File: src/rtl/fetch_pkg.sv
// Shared defaults and helpers for the instruction-fetch front end.
package fetch_pkg;
  localparam int XLEN_DEF = 32;
  localparam logic [XLEN_DEF-1:0] RESET_PC_DEF = '0;
  localparam int PC_STEP_DEF = 4;
  localparam int QDEPTH_DEF = 4;

  function automatic int clog2(input int v);
    int r;
    r = 0;
    while ((1 << r) < v) r++;
    return r;
  endfunction

  // Clears the sub-step address bits so every PC lands on a fetch boundary.
  localparam logic [XLEN_DEF-1:0] PC_ALIGN_MASK_DEF = ~XLEN_DEF'(PC_STEP_DEF - 1);
endpackage

File: src/rtl/fetch_queue.sv
// Small synchronous FIFO holding {pc, instr} pairs between IMEM and decode.
module fetch_queue import fetch_pkg::*; #(
  parameter int W = 64,
  parameter int DEPTH = 4,
  localparam int AW = clog2(DEPTH)
) (
  input  logic          clk,
  input  logic          reset,
  input  logic          push,
  input  logic          pop,
  input  logic          flush,
  input  logic [W-1:0]  wdata,
  output logic [W-1:0]  rdata,
  output logic [AW:0]   count,
  output logic          full,
  output logic          empty
);
  logic [W-1:0]  mem [DEPTH];
  logic [AW-1:0] rd_ptr, wr_ptr;
  logic          do_pop, do_push;

  assign empty   = (count == '0);
  assign full    = (count == (AW+1)'(DEPTH));
  assign do_pop  = pop && !empty;
  assign do_push = push && !flush && !reset;
  assign rdata   = mem[rd_ptr];

  // Pointers wrap naturally because DEPTH is a power of two.
  always_ff @(posedge clk) begin
    if (reset || flush) begin
      rd_ptr <= '0;
      wr_ptr <= '0;
      count  <= '0;
    end else begin
      if (do_push) wr_ptr <= wr_ptr + 1'b1;
      if (do_pop)  rd_ptr <= rd_ptr + 1'b1;
      count <= count + (AW+1)'(do_push) - (AW+1)'(do_pop);
    end
  end

  always_ff @(posedge clk) begin
    if (do_push) mem[wr_ptr] <= wdata;
  end

  assert property (@(posedge clk) disable iff (reset) !(do_push && full));
endmodule

File: src/rtl/fetch_unit.sv
// Instruction-fetch front end: PC, single outstanding IMEM read, and a decode-facing queue.
module fetch_unit import fetch_pkg::*; #(
  parameter int XLEN = XLEN_DEF,
  parameter logic [XLEN-1:0] RESET_PC = XLEN'(RESET_PC_DEF),
  parameter int PC_STEP = PC_STEP_DEF,
  parameter int QDEPTH = QDEPTH_DEF
) (
  input  logic            clk,
  input  logic            reset,
  input  logic            redirect_valid,
  input  logic [XLEN-1:0] redirect_pc,
  output logic            imem_req,
  output logic [XLEN-1:0] imem_addr,
  input  logic [XLEN-1:0] imem_rdata,
  output logic            out_valid,
  input  logic            out_ready,
  output logic [XLEN-1:0] out_instr,
  output logic [XLEN-1:0] out_pc
);
  localparam int CW = clog2(QDEPTH) + 1;
  localparam logic [XLEN-1:0] ALIGN_MASK = ~XLEN'(PC_STEP - 1);

  logic [XLEN-1:0]   pc, inflight_pc;
  logic              inflight, push, q_empty, q_full;
  logic [CW-1:0]     count, occupancy;
  logic [2*XLEN-1:0] head;

  // Reserve a slot for the outstanding read so a return never meets a full queue.
  assign occupancy = count + CW'(inflight);
  assign imem_req  = !reset && !redirect_valid && (occupancy < CW'(QDEPTH));
  assign imem_addr = pc;
  assign push      = inflight && !redirect_valid && !reset;

  always_ff @(posedge clk) begin
    if (reset) begin
      pc          <= RESET_PC;
      inflight    <= 1'b0;
      inflight_pc <= '0;
    end else if (redirect_valid) begin
      pc       <= redirect_pc & ALIGN_MASK;
      inflight <= 1'b0;
    end else begin
      inflight <= imem_req;
      if (imem_req) begin
        pc          <= pc + XLEN'(PC_STEP);
        inflight_pc <= pc;
      end
    end
  end

  fetch_queue #(.W(2*XLEN), .DEPTH(QDEPTH)) u_queue (
    .clk   (clk),
    .reset (reset),
    .push  (push),
    .pop   (out_valid && out_ready),
    .flush (redirect_valid),
    .wdata ({inflight_pc, imem_rdata}),
    .rdata (head),
    .count (count),
    .full  (q_full),
    .empty (q_empty)
  );

  assign out_valid          = !q_empty;
  assign {out_pc, out_instr} = q_empty ? '0 : head;

  assert property (@(posedge clk) disable iff (reset) !(push && q_full));
endmodule

File: config.mk
export PLATFORM = sky130hd
export DESIGN_NAME = fetch_unit
export DESIGN_NICKNAME = d
export VERILOG_FILES = /design/src/rtl/fetch_pkg.sv /design/src/rtl/fetch_queue.sv /design/src/rtl/fetch_unit.sv
export SDC_FILE = /design/constraint.sdc
export NUM_CORES = 1
export LEC_CHECK = 0
export CORE_MARGIN = 8
export CORE_UTILIZATION = 55
export DETAILED_ROUTE_END_ITERATION = 8
export PLACE_DENSITY = 0.8
export SKIP_CTS_REPAIR_TIMING = 1
export SYNTH_ARGS = -nofsm -noshare
export SYNTH_HDL_FRONTEND = slang
export SYNTH_SLANG_ARGS = --single-unit
File: constraint.sdc
create_clock -name clk -period 4.1 [get_ports clk]
set_input_delay 0.82 -clock clk [delete_from_list [all_inputs] [get_ports clk]]
set_output_delay 0.82 -clock clk [all_outputs]
set_load 0.01 [all_outputs]
* After elaboration in Yosys (flattened, before gate mapping)
Memory sizes are Yosys's and may differ from the RTL's. A register that Yosys moved wholly into a read port is not among the register bits. Cells that the tools add are included.
Word-level totals: register bits after elaboration 72, bits in latches 0, bits in writable memories 256, ROM bits 0, bits of input ports 68, output and inout port bits 98, memories 1
Memory list:
- u_queue.mem | depth 4, width 64, read ports 1, clocked after memory_dff 1, wr ports 1, line fetch_queue.sv:18 | logic [W-1:0] mem [DEPTH];
Operators by class: $add $sub $neg 6, $mul 0, div/mod/pow operators 0, order comparisons 1, equality and inequality tests 0, shift-type cells 0, multiplexer cells 7, bitwise operators 1, reductions and logical operators 16
Operators with widths (count):
- two-way mux 32 bit | 2
- two-way mux 64 bit | 1
- adder 32 x 3 -> 32 bit, second input constant | 1
- logical AND 1 bit | 8
- adder 3 x 1 -> 3 bit | 2
- adder 2 x 1 -> 2 bit, second input constant | 2
- two-way mux 2 bit | 2
- logical NOT 1 bit | 3
- logical NOT 3 bit | 1
- < comparator 3 bit, second input constant | 1
- subtractor 3 x 1 -> 3 bit | 1
- two-way mux 1 bit | 2
- AND reduction 2 bit | 1
- nonzero test 2 bit | 1
- OR reduction 2 bit | 1
- logical OR 1 bit | 1
- NOT 1 bit | 1

* Logic depth before layout (Yosys ltp)
Gate-level depths: netlist of run 1.
depth after elaboration 7, depth in mapped cells 11

* Modules after synthesis
A second synthesis of run 1 with hierarchy kept.
Second synthesis, totals: cells, all modules 799, area total of the unflattened synthesis 13118.8 µm²
By module, submodules not included:
- fetch_queue | instances 1, cells an instance 381, area each 9796.9 µm², seq. area each 7867.5 µm²
- fetch_unit | instances 1, cells an instance 418, area each 3321.9 µm², seq. area each 1221.2 µm²

* Worst setup path after synthesis of run 1
No wires, ideal clock.
path type input -> register, from input reset, to memory u_queue.mem[0][0], enable pin, data arrival time 2.754 ns, setup slack 0.919 ns, stages 3, path buffers 1, cell sequence buf_2 nor2_1 and3_1
Between the ends: cells in the longest elaborated chain, start to end 6
RTL lines:
- start, declared | line fetch_unit.sv:9 | input logic reset,
- logical NOT 1 bit * | line fetch_queue.sv:25, fetch_unit.sv:32
- logical AND 1 bit | line fetch_unit.sv:32 | assign push = inflight && !redirect_valid && !reset;
- logical AND 1 bit | line fetch_queue.sv:25 | assign do_push = push && !flush && !reset;
- logical AND 1 bit * | line fetch_queue.sv:25
- two-way mux 1 bit * | line fetch_queue.sv:42 | if (do_push) mem[wr_ptr] <= wdata;
- two-way mux 1 bit (implied by the code) * | line fetch_queue.sv:42
- end, declared | line fetch_queue.sv:18
Every way passes the cells marked *; elsewhere a longest branch is shown, timed or not.

* Final worst setup path of run 1
from register u_queue.count[2], to output out_pc[4]
Between the ends: cells in the longest elaborated chain, start to end 2
RTL lines:
- start, declared | line fetch_queue.sv:14 | output logic [AW:0] count,
- start signal, assigned | line fetch_queue.sv:37 | count <= count + (AW+1)'(do_push) - (AW+1)'(do_pop);
- logical NOT 3 bit | line fetch_queue.sv:22 | assign empty = (count == '0);
- two-way mux 64 bit | line fetch_unit.sv:65 | assign {out_pc, out_instr} = q_empty ? '0 : head;
- end, declared | line fetch_unit.sv:18 | output logic [XLEN-1:0] out_pc
Every way passes these cells.

==> run metrics, run 1 <==
Pwr Density 434.4 mW/mm^2; CTS tree yes; Hold Vio Cnt, Final 0; cells after synthesis 787; Routed WL per cell 21.05 um; io pins 166; largest net degree at the start of global routing 65; hpwl dp 16.64 mm; clk_lat worst skew 0.54 ns; Die Area 0.02805 mm^2; layout cells sized above 1 0.1459; Ant. Diodes 0; vias in the first global route 7,588; synthesized area per cell 16.04 um^2; top cell type's share of synthesized area 0.5901; Core Rows 55; # fillers 1,515; synth top area cells edfxtp_1 (59%), dfxtp_1 (11%), mux4_2 (11%); Post-synth EDFFs 248; chip height 167.5 um; drt first pass iters 5; Worst setup SP type flop; Reg2Reg Depth 10; ys flop type edfxtp_1; Crit path required time 3.28 ns; Global Route Usage Sum 0.1877; worst-path maximum fanout 64; Hold Path Class reg2reg; P_leak 5.091 nW; cells along the critical path or3_2 -> and2_1 -> clkdlybuf4s50_1; hold depth 2; MaxCap Viol Count 0; area growth from synthesis to layout 23.50%; final slew viol count 0; H-tree depth 1; Iteration-0 DRC Markers 432; GR Overflow Total 0; maximum vdd drop 0.2399 mV; synth warn 0; Setup violations, final 0; antenna violations before repair 0; Synth area leader edfxtp_1; placed cell count 1,200; fin area 0.01559 mm^2; critical path type reg2out; Clock Pin Slew Worst Setup and Hold Paths 0.06 ns; Worst setup EP type output port; post-route DRC violation count 0; CP arrival 2.81 ns; Synth cell types 48; Layout Nets 1,024; Routed Antenna Nets 0; Seq cells post-synth 318; setup TNS 0 ns; Final Wtd Congestion 0.8228; I/O Buffers 159; Min Clock Period, post-route 3.627 ns; Num CTS Buffers 31; total via count after detailed routing 7,199; status finished, final reports clean; Chip Width 167.5 um; vias per cell 5.723; FF+latch area 0.008856 mm^2; first-pass GRT wire length 41.90 mm; mapped cell area 0.01262 mm^2; Worst slew margin 0.3293; Max Fclk 275.7 MHz; RSZ-0062 raised after global routing false; Clock Tree Root clkbuf_16; core box area 0.02257 mm^2; DRT Wirelength 26.49 mm; maximum clock insertion buffer count 3; Cell Count, Final, Fillers Out 1,258; Slowest Stage Delay on Critical Path 0.87 ns; post-synthesis sequential area ratio 0.7011; area of the multi-input gates 0.003538 mm^2; skew final 0.01007 ns; crit path max-delay cell type or3_2; fraction of registers with async set/reset 0; Slew @ Worst Pin 1.006 ns; clk sinks 318; Tcrit/Tclk final 0.8847; Starting Density 0.5591; dpl cell area 0.01456 mm^2
power by group:
part	total, W	internal (W)	switching (W)
combinational	0.000375	0.000200	0.000175
sequential	0.00357	0.00351	0.0000653
clock	0.00282	0.00170	0.00112
total	0.00677	0.00541	0.00136
registers in the layout, indices dropped and copies added (netlist names), named ones only:
signal	cells
u_queue.rd_ptr	2
u_queue.count	3
imem_addr	30
inflight	1
u_queue.wr_ptr	2
u_queue.mem	248
inflight_pc	30
worst max-delay path, delay by kind of cell, from the launching register on:
kind	cells	cell delay [ns]
AND/OR/NAND/NOR	2	1.17
buffers and inverters	1	0.56
flip-flops	1	0.52
cells in the mapped netlist (8+ instances only):
cell type	n
a21oi_1	34
edfxtp_1	248
nand4_1	8
nand3_1	8
dfxtp_1	70
buf_2	12
and2_1	71
xnor2_1	22
nand2_1	78
inv_1	12
clkbuf_1	32
nor2_1	26
mux4_2	62
nor3_1	8
a211oi_1	15
final cells by class:
| type | count | share of cell area |
|---|---|---|
| Clock buffer | 44 | 0.05483 |
| Clock inverter | 14 | 0.01116 |
| Inverter | 12 | 0.002890 |
| Multi-Input combinational cell | 411 | 0.2270 |
| Sequential cell | 318 | 0.5682 |
| Tap cell | 285 | 0.02288 |
| Timing Repair Buffer | 174 | 0.1130 |
stage by stage:
step	hold WS, ns	setup slack (ns)	utilization	total power [W]
final	0.4921	0.4727	0.6905	0.006770
after CTS	0.4959	0.4324	0.6905	0.006820
after global placement	0.4774	0.8520	0.6450	0.004008
after detailed placement	0.4868	0.8479	0.6450	0.004016
after floorplan	0.4600	0.9189	-	0.003793
after global routing	0.5273	0.2739	0.6905	0.006998
cells by family after synthesis:
| group | share of synthesized area |
|---|---|
| other cells | 0.0002971 |
| xor+xnor | 0.02360 |
| compound gates | 0.03708 |
| flops | 0.7011 |
| simple gates | 0.09686 |
| mux | 0.1114 |
| fa+ha+maj | 0.008526 |
| buf+inv | 0.02112 |
worst paths after layout:
check,startpoint,endpoint,slack [ns]
setup / recovery,u_queue.count[2]$_SDFF_PP0_,out_pc[4],0.47
hold / removal,inflight_pc[21]$_SDFFE_PP0P_,inflight_pc[21]$_SDFFE_PP0P_,0.49
setup reg to reg,u_queue.count[2]$_SDFF_PP0_,u_queue.count[2]$_SDFF_PP0_,0.96
hold reg to reg,inflight_pc[21]$_SDFFE_PP0P_,inflight_pc[21]$_SDFFE_PP0P_,0.49
routing by layer:
metal  up-vias  routed length (um)  GRT usage
met2       238               13190     0.3214
met5         -                   0          0
met1      3623               11120     0.2424
li1       3317                   -          -
met4         0                 256    0.03494
met3        21                1921    0.04561
cell usage in the layout (no fill, tap or decap), types with 8 or more instances in the layout:
cell               n
buf_4             10
xnor2_1           22
a21oi_1           34
clkbuf_1          10
edfxtp_1         248
clkdlybuf4s50_1  158
nor3_1             8
a211oi_1          15
nand4_1            8
dfxtp_1           68
clkbuf_16         31
nor2_1            26
inv_1             12
and2_1            71
mux4_2            62
nand2_1           78
nand3_1            8
No activity file was read; power rests on OpenSTA's default activity.
==> inputs of run 2 (changes only) <==
--- a/config.mk
+++ b/config.mk
@@ -9,6 +9,7 @@
 export CORE_UTILIZATION = 55
 export DETAILED_ROUTE_END_ITERATION = 8
 export PLACE_DENSITY = 0.8
+export SETUP_SLACK_MARGIN = 0.3
 export SKIP_CTS_REPAIR_TIMING = 1
 export SYNTH_ARGS = -nofsm -noshare
 export SYNTH_HDL_FRONTEND = slang
==> run 2 against run 1 <==
  * Cell area is essentially flat
  * Global-route usage is the same
  * Sequential share of layout area is essentially flat
  * Hold slack is the same
  * Highest routed layer unchanged
  * Core utilization is essentially flat
==> run metrics, run 2 (same netlist as run 1, synthesis figures left out) <==
status finished, final reports clean; Flop pwr share 0.528 (about the same); setup TNS 0 ns (unchanged); maximum clock insertion buffer count 3 (unchanged); R2R Setup Slk 1.31 ns (+0.35 ns); final slew viol count 0 (unchanged); Routed WL per cell 21.06 um (about the same); MaxCap Viol Count 0 (unchanged); Num CTS Buffers 31 (unchanged); Layout Nets 1,024 (unchanged); vias in the first global route 7,588 (unchanged); placed cell count 1,200 (unchanged); DRT Wirelength 26.49 mm (about the same); vias per cell 5.712 (-0.18%); Clock Tree Root clkbuf_16; Clock Power Share 0.417 (about the same); io pins 166 (unchanged); Worst setup SP type flop; Iteration-0 DRC Markers 432 (unchanged); Comb power frac 0.055 (about the same); switching share of power 0.2015 (about the same); hpwl dp 16.64 mm (unchanged); post-route DRC violation count 0 (unchanged); maximum vdd drop 0.2402 mV (+0.15%); worst hold slack 0.4921 ns (unchanged); Die Area 0.02805 mm^2 (unchanged); worst reg2reg path endpoint u_queue.count[2]$_SDFF_PP0_; core box area 0.02257 mm^2 (unchanged); GR Overflow Total 0 (unchanged); Routed Antenna Nets 0 (unchanged); clk sinks 318 (unchanged); Crit path required time 3.28 ns (about the same); Max Fclk 278.4 MHz (+0.97%); H-tree depth 1 (unchanged); commonest non-fill, non-tap cell in the layout edfxtp_1; first-pass GRT wire length 41.90 mm (unchanged); critical path type reg2out; Ant. Diodes 0 (unchanged); Reg2Reg Depth 10 (unchanged); Hold Path Class reg2reg; chip height 167.5 um (unchanged); Clock Pin Slew Worst Setup and Hold Paths 0.06 ns (about the same); Core Rows 55 (unchanged); worst reg2reg startpoint u_queue.count[2]$_SDFF_PP0_; Min Clock Period, post-route 3.592 ns (-0.03489 ns); Final Wtd Congestion 0.8228 (unchanged); RSZ-0062 raised after global routing false; area growth from synthesis to layout 23.53% (about the same); drt first pass iters 5 (unchanged); number of flip-flops in the largest register 248 (unchanged); worst setup path end out_pc[3]; CTS tree yes; skew final 0.01007 ns (+0.0000002000 ns); Cell Count, Final, Fillers Out 1,258 (unchanged); Global Route Usage Sum 0.1877 (unchanged); Starting Density 0.5591 (unchanged); P_leak 5.090 nW (about the same); Slew @ Worst Pin 0.7939 ns (-0.2122 ns); Worst slew margin 0.4701 (+0.1408); Chip Width 167.5 um (unchanged); Pwr Density 434.3 mW/mm^2 (about the same); Most flops, register u_queue.mem; Worst setup EP type output port; clk_lat worst skew 0.54 ns (about the same); commonest cells after routing, fill and taps aside edfxtp_1 (248), clkdlybuf4s50_1 (158), nand2_1 (78); Hold Vio Cnt, Final 0 (unchanged); largest net degree at the start of global routing 65 (unchanged); worst-path maximum fanout 27 (-58%); total via count after detailed routing 7,186 (-0.18%); Tcrit/Tclk final 0.8762 (-0.008509); antenna violations before repair 0 (unchanged); CP arrival 2.77 ns (-0.04 ns); I/O Buffers 159 (unchanged); sw power 0.001364 W (about the same); layout cells sized above 1 0.1459 (unchanged); internal power 0.005406 W (about the same); Setup violations, final 0 (unchanged)
-- run 2: layout make-up --
type                       count  area (um^2)
clock buffer                  44        854.6
clock inverter                14        173.9
fill                        1513         6982
inverter                      12        45.04
multi-input combinational    411         3542
sequential                   318         8856
tap                          285        356.6
timing repair buffer         174         1762
-- run 2: per-layer routing --
| metal | vias to the layer above | part of all wire | GRT usage | routed length [um] |
|---|---|---|---|---|
| met3 | 21 | 0.072 | 0.04561 | 1903 |
| met4 | 0 | 0.0097 | 0.03494 | 256 |
| met5 | - | 0 | 0 | 0 |
| met2 | 237 | 0.50 | 0.3214 | 13210 |
| li1 | 3315 | - | - | - |
| met1 | 3613 | 0.42 | 0.2424 | 11130 |
-- run 2: power by group through the flow --
stage	sequential [W]	clock, W	combinational [W]
after global placement	0.00364	0	0.000371
after floorplan	0.00363	0	0.000167
final	0.00357	0.00282	0.000376
after CTS	0.00357	0.00287	0.000380
after global routing	0.00358	0.00302	0.000408
after detailed placement	0.00364	0	0.000377
-- run 2: how the worst min path moves through the flow --
stage / from / to / slack [ns] / cells after the start
final: inflight_pc[21]$_SDFFE_PP0P_ / inflight_pc[21]$_SDFFE_PP0P_ / 0.49 / 2
after global routing: inflight_pc[6]$_SDFFE_PP0P_ / u_queue.mem[1][38]$_DFFE_PP_ / 0.53 / 0
after CTS: inflight_pc[20]$_SDFFE_PP0P_ / inflight_pc[20]$_SDFFE_PP0P_ / 0.50 / 2
after detailed placement: inflight_pc[20]$_SDFFE_PP0P_ / inflight_pc[20]$_SDFFE_PP0P_ / 0.49 / 2
after global placement: inflight_pc[27]$_SDFFE_PP0P_ / inflight_pc[27]$_SDFFE_PP0P_ / 0.48 / 2
after floorplan: inflight_pc[2]$_SDFFE_PP0P_ / u_queue.mem[0][34]$_DFFE_PP_ / 0.46 / 0
-- run 2: critical path: stages, from the launching register on --
cell and delay [ns]:
dfxtp_4 0.68, buf_12 0.31, mux4_2 0.56, and2_1 0.18, clkdlybuf4s50_1 0.48
-- run 2: stage by stage --
step	total power [W]	cell area, um^2	util	worst slack [ns]
CTS	0.006820	15590	0.6905	0.4324
global route	0.006999	15590	0.6907	0.3402
finish	0.006770	15590	0.6907	0.5075
detailed placement	0.004016	14560	0.6450	0.8479
global placement	0.004008	14560	0.6450	0.8520
floorplan	0.003793	12630	-	0.9189
==> inputs of run 3 (changes only) <==
--- a/config.mk
+++ b/config.mk
@@ -5,10 +5,11 @@
 export SDC_FILE = /design/constraint.sdc
 export NUM_CORES = 1
 export LEC_CHECK = 0
+export CAP_MARGIN = 30
 export CORE_MARGIN = 8
-export CORE_UTILIZATION = 55
+export CORE_UTILIZATION = 59
 export DETAILED_ROUTE_END_ITERATION = 8
-export PLACE_DENSITY = 0.8
+export PLACE_DENSITY = 0.85
 export SETUP_SLACK_MARGIN = 0.3
 export SKIP_CTS_REPAIR_TIMING = 1
 export SYNTH_ARGS = -nofsm -noshare
==> constraint.sdc (replaced) <==
create_clock -name clk -period 4.25 [get_ports clk]
set_input_delay 0.85 -clock clk [delete_from_list [all_inputs] [get_ports clk]]
set_output_delay 0.85 -clock clk [all_outputs]
set_load 0.01 [all_outputs]
==> run 3 against run 2 <==
  * Die area decreased by 6.1%
  * Non-clock buffer count grew 3
  * Power shrank 5.5%
  * Critical path type unchanged
==> run metrics, run 3 (same netlist as run 1, synthesis figures left out) <==
status finished, final reports clean; post-route DRC violation count 0 (unchanged); Pwr Density 412.0 mW/mm^2 (-5.1%); Chip Width 162.3 um (-3.1%); Setup violations, final 0 (unchanged); Clock Pin Slew Worst Setup and Hold Paths 0.06 ns (about the same); final slew viol count 0 (unchanged); Die Area 0.02633 mm^2 (-6.1%); GR Overflow Total 0 (unchanged); skew final 0.009480 ns (-0.0005912 ns); P_leak 5.093 nW (about the same); CTS tree yes; H-tree depth 1 (unchanged); Layout Nets 1,026 (+0.20%); vias per cell 5.813 (+1.8%); Clock Tree Root clkbuf_16; number of flip-flops in the largest register 248 (unchanged); io pins 166 (unchanged); Slew @ Worst Pin 0.6632 ns (-0.1308 ns); first-pass GRT wire length 41.37 mm (-1.3%); I/O Buffers 159 (unchanged); MaxCap Viol Count 0 (unchanged); Ant. Diodes 0 (unchanged); area growth from synthesis to layout 23.07%; worst-path maximum fanout 20 (-26%); Iteration-0 DRC Markers 535 (+24%); Worst slew margin 0.5579 (+0.08776); Min Clock Period, post-route 3.672 ns; Worst setup SP type flop; # fillers 1,286 (-15%); maximum clock insertion buffer count 3 (unchanged); DRT Wirelength 26.62 mm (+0.49%); Tcrit/Tclk final 0.8641; Num CTS Buffers 30 (-3.2%); setup TNS 0 ns (unchanged); core box area 0.02102 mm^2 (-6.9%); Core Util, Final 0.7389 (+0.04820); commonest cells after routing, fill and taps aside edfxtp_1 (248), clkdlybuf4s50_1 (158), nand2_1 (78); Hold Vio Cnt, Final 0 (unchanged); commonest non-fill, non-tap cell in the layout edfxtp_1; Hold Path Class reg2reg; Max Fclk 272.3 MHz; total via count after detailed routing 7,255 (+0.96%); drt first pass iters 5 (unchanged); Worst setup EP type output port; Routed WL per cell 21.33 um (+1.3%); Starting Density 0.6004 (+0.04123); CP arrival 2.82 ns (+0.05 ns); maximum vdd drop 0.2780 mV (+16%); Final Wtd Congestion 0.8552 (+3.9%); Core Rows 53 (-3.6%); clk_lat worst skew 0.54 ns (about the same); Most flops, register u_queue.mem; critical path type reg2out; Crit path required time 3.40 ns (+0.12 ns); antenna violations before repair 0 (unchanged); largest net degree at the start of global routing 65 (unchanged); clk sinks 318 (unchanged); layout cells sized above 1 0.1501 (+0.004111); Global Route Usage Sum 0.1995 (+0.01176); Routed Antenna Nets 0 (unchanged); vias in the first global route 7,402 (-2.5%); RSZ-0062 raised after global routing false; hpwl dp 16.48 mm (-1.0%); chip height 162.3 um (-3.1%)
## run 3: cell count changes in the layout (fill, tap and decap cells not counted)
cell / change
clkinv_4: -1
or3_4: -1
bufinv_16: -3
clkinv_2: +4
or3_2: +1
buf_12: -1
clkbuf_1: -5
clkinv_1: +1
clkinvlp_4: -1
buf_4: +4
clkbuf_16: +2
## run 3: area by class of cell
| cell class | count | area, um^2 | share of cell area |
|---|---|---|---|
| Sequential cell | 318 | 8856 | 0.5702 |
| Inverter | 12 | 45.04 | 0.002900 |
| Multi-Input combinational cell | 411 | 3538 | 0.2278 |
| Timing Repair Buffer | 177 | 1772 | 0.1141 |
| Clock inverter | 14 | 91.34 | 0.005880 |
| Tap cell | 275 | 344.1 | 0.02215 |
| Clock buffer | 41 | 885.9 | 0.05703 |
## run 3: per-stage QoR
stage	std cells	hold slack (ns)	setup WS [ns]	total power [W]	area, um^2
after floorplan	790	0.4600	1.039	0.003659	12630
after CTS	1247	0.5006	0.4875	0.006428	15510
after global placement	1192	0.4766	0.9457	0.003864	14540
final	1248	0.5000	0.5777	0.006399	15530
after global routing	1248	0.5217	0.4150	0.006580	15530
after detailed placement	1192	0.4935	0.8971	0.003872	14540
## run 3: path summary, 6_finish.rpt
kind | start | endpoint | slack, ns | cells past startpoint
min reg2reg | inflight_pc[25]$_SDFFE_PP0P_ | inflight_pc[25]$_SDFFE_PP0P_ | 0.50 | 2
min | inflight_pc[25]$_SDFFE_PP0P_ | inflight_pc[25]$_SDFFE_PP0P_ | 0.50 | 2
max reg2reg | u_queue.count[2]$_SDFF_PP0_ | u_queue.count[2]$_SDFF_PP0_ | 1.64 | 10
max | flop | out_pc[21] | 0.58 | 4
## run 3: power breakdown
part	switching (W)	internal (W)	total, W
clock	0.00107	0.00151	0.00259
combinational	0.000169	0.000196	0.000366
sequential	0.0000634	0.00338	0.00345
total	0.00131	0.00509	0.00640
## run 3: worst max-delay path, cell delays in order (launching register included)
cell and delay [ns]:
dfxtp_4 0.65, buf_4 0.40, mux4_2 0.57, and2_1 0.18
clkdlybuf4s50_1 0.47
## run 3: layer usage
metal / GRT usage / part of all wire / up-vias
li1: - / - / 3313
met1: 0.2683 / 0.41 / 3617
met2: 0.3273 / 0.49 / 288
met3: 0.04227 / 0.076 / 37
met4: 0.05051 / 0.018 / 0
met5: 0 / 0 / -
